[src/rtl/onehot_event_fifo.sv]
// onehot_event_fifo
//   Turns the encoder's (code, valid) stream into discrete events and queues
//   them in a small show-ahead FIFO for a slower consumer.
//   An event is a rising valid, or a code change while valid stays high, so a
//   held input produces exactly one entry.
//
// Ports
//   clk        rising-edge clock
//   rst_n      asynchronous active-low reset
//   y_in       encoded code from the encoder
//   valid_in   encoder valid flag
//   out_code   code at FIFO head (don't-care while out_valid=0)
//   out_valid  FIFO non-empty
//   out_ready  consumer accepts the head entry this cycle
//   count      stored entries, 0..2**DEPTH_LOG2
//   overflow   sticky: an event was dropped because the FIFO was full
//   clr_ovf    synchronous clear of overflow (a same-cycle drop wins)
module onehot_event_fifo #(
  parameter int DATA_SIZE  = 2,
  parameter int DEPTH_LOG2 = 2
) (
  input  logic                  clk,
  input  logic                  rst_n,
  input  logic [DATA_SIZE-1:0]  y_in,
  input  logic                  valid_in,
  output logic [DATA_SIZE-1:0]  out_code,
  output logic                  out_valid,
  input  logic                  out_ready,
  output logic [DEPTH_LOG2:0]   count,
  output logic                  overflow,
  input  logic                  clr_ovf
);

  localparam int                  DEPTH    = 1 << DEPTH_LOG2;
  localparam int                  CNT_W    = DEPTH_LOG2 + 1;
  localparam logic [CNT_W-1:0]    FULL_CNT = CNT_W'(DEPTH);
  localparam logic [CNT_W-1:0]    CNT_ONE  = CNT_W'(1);
  localparam logic [DEPTH_LOG2-1:0] PTR_ONE = DEPTH_LOG2'(1);

  logic [DATA_SIZE-1:0]  code_p0;
  logic                  vld_p0;
  logic [DATA_SIZE-1:0]  code_p1;
  logic                  vld_p1;

  logic [DATA_SIZE-1:0]  mem [DEPTH];
  logic [DEPTH_LOG2-1:0] wr_ptr;
  logic [DEPTH_LOG2-1:0] rd_ptr;

  logic evt;
  logic pop;
  logic full;
  logic push;
  logic drop;

  // ---- stage p0: sample the combinational encoder output ----
  // ---- stage p1: one-cycle history used for edge/change detection ----
  always_ff @(posedge clk or negedge rst_n) begin
    if (!rst_n) begin
      code_p0 <= '0;
      vld_p0  <= 1'b0;
      code_p1 <= '0;
      vld_p1  <= 1'b0;
    end else begin
      code_p0 <= y_in;
      vld_p0  <= valid_in;
      code_p1 <= code_p0;
      vld_p1  <= vld_p0;
    end
  end

  // ---- event detect and FIFO control ----
  always_comb begin
    // The code is compared only when the previous sample was also valid;
    // a valid drop followed by the same code therefore counts as a new event.
    evt  = vld_p0 & (~vld_p1 | (code_p0 != code_p1));
    pop  = out_valid & out_ready;
    full = (count == FULL_CNT);
    // A full FIFO still accepts a push when the head leaves in the same cycle.
    push = evt & (~full | pop);
    drop = evt & full & ~pop;
  end

  // Storage is deliberately not reset; count alone says what is meaningful.
  always_ff @(posedge clk) begin
    if (push) begin
      mem[wr_ptr] <= code_p0;
    end
  end

  always_ff @(posedge clk or negedge rst_n) begin
    if (!rst_n) begin
      wr_ptr   <= '0;
      rd_ptr   <= '0;
      count    <= '0;
      overflow <= 1'b0;
    end else begin
      if (push) begin
        wr_ptr <= wr_ptr + PTR_ONE;
      end
      if (pop) begin
        rd_ptr <= rd_ptr + PTR_ONE;
      end
      if (push && !pop) begin
        count <= count + CNT_ONE;
      end else if (pop && !push) begin
        count <= count - CNT_ONE;
      end
      if (drop) begin
        overflow <= 1'b1;
      end else if (clr_ovf) begin
        overflow <= 1'b0;
      end
    end
  end

  // ---- show-ahead output, no bypass from the write side ----
  assign out_code  = mem[rd_ptr];
  assign out_valid = (count != '0);

endmodule

[config.mk]
export PLATFORM = sky130hd
export DESIGN_NAME = onehot_event_fifo
export DESIGN_NICKNAME = d
export VERILOG_FILES = /design/src/rtl/onehot_event_fifo.sv
export SDC_FILE = /design/constraint.sdc
export NUM_CORES = 1
export LEC_CHECK = 0
export BUFFER_PORTS_ARGS = -buffer_cell sky130_fd_sc_hd__buf_2
export CAP_MARGIN = 20
export CORE_MARGIN = 5
export CORE_UTILIZATION = 57
export CTS_CLUSTER_DIAMETER = 120
export CTS_CLUSTER_SIZE = 28
export DETAILED_ROUTE_END_ITERATION = 8
export HOLD_SLACK_MARGIN = 0.12
export PLACE_DENSITY = 0.8
export SYNTH_ARGS = -nofsm -noshare
export SYNTH_HDL_FRONTEND = slang
export SYNTH_SLANG_ARGS = --single-unit
[constraint.sdc]
create_clock -name clk -period 5.02 [get_ports clk]
set_clock_uncertainty 0.2 [all_clocks]
set_input_delay 0.502 -clock clk [delete_from_list [all_inputs] [get_ports clk]]
set_output_delay 0.502 -clock clk [all_outputs]
set_load 0.05 [all_outputs]
# After elaboration in Yosys (flattened, before gate mapping)

Memory sizes are Yosys's and may differ from the RTL's.
Cells that the tools add are included.

RAM bits: 8
Bits in latches: 0
Input bits: 7
Memories kept: 1
Bits in read-only memories: 0
Output and inout bits: 7
Flip-flop bits (word level): 14

Equal/unequal tests: 2
Mux-type cells: 6
Shift-type cells: 0
Add/sub/neg operators: 4
Reduce and logical (&&, ||, !) cells: 7
$mul: 0
$lt $le $gt $ge: 0
Bitwise gates (word level): 10
Divide/modulo/power cells: 0

Memory list:

| name | depth | bits a word | rd ports | clocked after Yosys merged registers in | write ports | RTL line | RTL |
|---|---|---|---|---|---|---|---|
| mem  | 4     | 2           | 1        | 0                                       | 1           | 45       | `logic [DATA_SIZE-1:0] mem [DEPTH];` |

Operators by type and width:

| cell                  | count |
|---|---|
| $mux W3               | 2 |
| $and A1 B1 Y1         | 5 |
| $add A2 B1 Y2 const B | 2 |
| $mux W1               | 4 |
| $reduce_bool A2 Y1    | 2 |
| $add A3 B1 Y3 const B | 1 |
| $eq A3 B3 Y1 const B  | 1 |
| $not A1 Y1            | 3 |
| $reduce_bool A3 Y1    | 1 |
| $sub A3 B1 Y3 const B | 1 |
| $logic_and A1 B1 Y1   | 2 |
| $logic_not A1 Y1      | 2 |
| $ne A2 B2 Y1          | 1 |
| $or A1 B1 Y1          | 2 |

# Depth between registers and ports, before layout

Word-level depth: 8
Mapped depth: 8

# Least setup slack after synthesis

Ideal clock, no wire load.

Kind: register to register
Start: register count[1]
End: register count[2]
Slack: 2.306 ns
Arrival time: 2.432 ns
Cell stages (with the launch flop): 9
Required time: 4.738 ns
Cells stage by stage: dfrtp_1 or3_1 nand2_1 ha_1 inv_1 fa_1 xor2_1 nor2_1 xor2_1

Longest elaborated chain between the ends: 7
Elaborated cells on any way between the ends: 15
Those cells by class: add/sub (2); eq/ne (1); mux (2); bitwise (4); reduce/logical (6)

Ends and longest elaborated chain:

| item                         | RTL line | RTL |
|---|---|---|
| start: declaration           | 29       | `output logic [DEPTH_LOG2:0] count,` |
| start signal: assignment     | 104      | `count <= count + CNT_ONE;` |
| start signal: assignment     | 106      | `count <= count - CNT_ONE;` |
| $reduce_bool A3 Y1 (*)       | 118      | `assign out_valid = (count != '0);` |
| net out_valid                | 27       | `output logic out_valid,` |
| $and A1 B1 Y1 (*)            | 76       | `pop = out_valid & out_ready;` |
| $or A1 B1 Y1                 | 79       | `push = evt & (~full \| pop);` |
| $and A1 B1 Y1                | 79       |  |
| $logic_not A1 Y1             | 105      | `end else if (pop && !push) begin` |
| $logic_and A1 B1 Y1          | 105      |  |
| $reduce_bool A2 Y1 (no line) | -        |  |

Mark *: on every way through the listed nets, which the timed path passes. The rest lies on a longest branch. The select of a mux whose other input is x is not followed.
A chain may end at the register's enable or synchronous reset.

# Worst setup path in the final report

Start: register code_p0[0]
End: register count[2]

Longest elaborated chain between the ends: 7
Elaborated cells on any way between the ends: 9
Those cells by class: eq/ne (1); mux (1); bitwise (3); reduce/logical (4)

Ends and longest elaborated chain:

| item                         | RTL line | RTL |
|---|---|---|
| start: declaration           | 40       | `logic [DATA_SIZE-1:0] code_p0;` |
| start signal: assignment     | 64       | `code_p0 <= y_in;` |
| $ne A2 B2 Y1 (*)             | 75       | `evt = vld_p0 & (~vld_p1 \| (code_p0 != code_p1));` |
| $or A1 B1 Y1 (*)             | 75       |  |
| $and A1 B1 Y1 (*)            | 75       |  |
| $and A1 B1 Y1 (*)            | 79       |  |
| net push                     | 52       | `logic push;` |
| $logic_not A1 Y1             | 105      |  |
| $logic_and A1 B1 Y1          | 105      |  |
| $reduce_bool A2 Y1 (no line) | -        |  |

Mark *: on every way through the listed nets, which the timed path passes. The rest lies on a longest branch.

==> results_dict.tcl <==
set metrics [dict create \
    fmax_mhz 391 \
    cts_buffers 3 \
    areaGrowthSynthToFinish_pct 18.4 \
    syn-num-nets 70 \
    setup_ws_ns 2.46 \
    final_util_pct 72.7 \
    htreeDepth 1 \
    route.vias.total 505 \
    port_buffers 13 \
    fp.coreArea_um2 1520 \
    setup_viol 0 \
    path_clk_slew_ns 0.12 \
    worstPathRequired_ns 5.04 \
    placed_cells 86 \
    fp.dieH_um 50.5 \
    path_cells "xnor2_1 > a311oi_4 > ha_1 > inv_1 > fa_1 > xor2_1 > nor2_1 > xor2_1" \
    drt_iter0_drc 3 \
    place_area_um2 1020 \
    synth_seq_area_share_pct 63.1 \
    worstMarginPinSlew_ns 0.417 \
    synth_area_um2 936 \
    yosysTopAreaCellShare_pct 37.4 \
    post-dp-hpwl_um 1060 \
    synthTopCellsByArea "dfrtp_1 (37%), edfxtp_1 (26%), ha_1 (6.7%)" \
    final_layout_size_suffix_gt1_share_pct 32.1 \
    ys_ff_latch 22 \
    cp_slowest_stage_delay_ns 0.47 \
    crit_path_start_kind "flip-flop" \
    synthDistinctLibCells 19 \
    clkLatencyLatePin_ns 0.30 \
    critPathCaptureType "flip-flop" \
    slew_viol_final 0 \
    stdcell_area_um2 1110 \
    grt_pass1_vias 531 \
    vias_per_cell 5.37 \
    cts_tree "built" \
    max_slew_margin_pct 72.2 \
    nFillCells 97 \
    grt_overflow 0 \
    hold_violations 0 \
    grt_setup_unrepaired "false" \
    grtUsageTotal_pct 13.2 \
    nets 92 \
    grt_pass1_wl_um 2520 \
    ios 14 \
    ir_drop_v 0.000312 \
    antenna_cells 0 \
    die-area_um2 2550 \
    power_density_nw_per_um2 598 \
    avgSynthCellArea_um2 16.4 \
    cts_buffer_depth 2 \
    cts_setup_buffers 0 \
    layout.cells.most_common_list "dfrtp_1 (14), buf_2 (13), edfxtp_1 (8)" \
    drc_errors 0 \
    maxCapViolCount 0 \
    wire_per_inst_um 14.5 \
    ant_nets 0 \
    start_util_pct 61.4 \
    antenna_found_initial 0 \
    leakage_nw 0.481 \
    stdcell_count 94 \
    path_depth 8 \
    die_width_um 50.5 \
    final_common_cell "dfrtp_1" \
    grt_max_degree 15 \
    crit_family "adder cells" \
    path_common_cell "xor2_1" \
    synth_top_area_cell "dfrtp_1" \
    rows 14 \
    period_share_pct 50.9 \
    hold_path.class "reg2reg" \
    root_buffer "clkbuf_4" \
    holdPathStages 0 \
    worstPathArrival_ns 2.58 \
    critPathBufInv 1 \
    routed_wl_um 1360 \
    r2r_cells 8 \
    clock_sink_count 22 \
    final.min_clock_period_ns 2.56 \
    status "complete, no violations" \
    setup_tns_ns 0 \
    critPathKind "reg2reg" \
    place_ws_ns 2.47 \
    synthCells 57 \
    place_congestion 0.797 \
    ys_warn_count 0 \
    slowest_stage "dfrtp_1" \
    drt-pass1-iter-count 2 \
    path_max_fanout 7 \
]
-- metal layers --
| layer | GRT usage [%] | up-vias | share of wire, % |
|---|---|---|---|
| met4 | 3.83 | 0 | 0.73 |
| met2 | 20.2 | 10 | 49 |
| met5 | 0 | - | 0 |
| met1 | 17.6 | 250 | 46 |
| li1 | - | 243 | - |
| met3 | 5.03 | 2 | 4.8 |
-- per-stage QoR --
step	hold slack (ns)	power, W
2_1_floorplan	0.00641	0.000497
3_3_place_gp	0.194	0.000550
3_5_place_dp	0.213	0.000558
4_1_cts	0.242	0.000673
5_1_grt	0.250	0.000713
6_report	0.234	0.000663
-- sequential cells by signal, summed over array words and instances, names as in the netlist --
signal,cells
count,3
rd_ptr,2
code_p1,2
code_p0,2
mem,8
wr_ptr,2
vld_p0,1
overflow,1
vld_p1,1
-- final timing paths --
path / from / end / slack [ns]
worst min register to register: vld_p0 / vld_p1 / 0.23
worst max-delay path: code_p0[0] / count[2] / 2.46
min in group asynchronous: rst_n / code_p1[1] / 0.41
worst min-delay path: vld_p0 / vld_p1 / 0.23
worst max register to register: code_p0[0] / count[2] / 2.46
max in group asynchronous: rst_n / count[1] / 3.95
-- logic make-up after synthesis --
group | count (synthesis) | synth area share (%)
AO/OA/AOI/OAI | 2 | 3.88
XOR/XNOR | 8 | 7.49
adder cells (fa/ha/maj) | 6 | 8.82
buffers and inverters | 5 | 2.01
flip-flops | 22 | 63.1
multiplexers | 4 | 7.62
AND/OR/NAND/NOR | 10 | 7.08
-- cell type report --
| cell class | count | area [µm²] | area share, % |
|---|---|---|---|
| multi-input cells | 30 | 327 | 29.5 |
| flip-flops and latches | 22 | 591 | 53.3 |
| clock buffers | 4 | 47.5 | 4.29 |
| inverters | 5 | 18.8 | 1.69 |
| repair buffers | 17 | 105 | 9.48 |
| well taps | 16 | 20.0 | 1.81 |
-- cell usage after synthesis (all sizes together) --
library cell  number
dfrtp             14
edfxtp             8
xnor2              6
ha                 5
inv                5
and2               4
mux2               2
mux4               2
nand3              2
xor2               2
a311oi             1
a32o               1
fa                 1
nand2              1
nor2               1
nor4b              1
or3                1
-- power by group --
part | internal, W | switching, W
Sequential | 0.000234 | 0.0000444
Clock | 0.0000607 | 0.0000483
Combinational | 0.000106 | 0.000170
-- what timing repair did --
| item | in CTS | in global routing |
|---|---|---|
| setup endpoints to repair | 0 | 0 |
| hold buffers | 4 | 0 |
| resized for setup | 0 | 0 |
| hold endpoints to repair | 17 | 0 |
(Power assumes the default switching activity.)
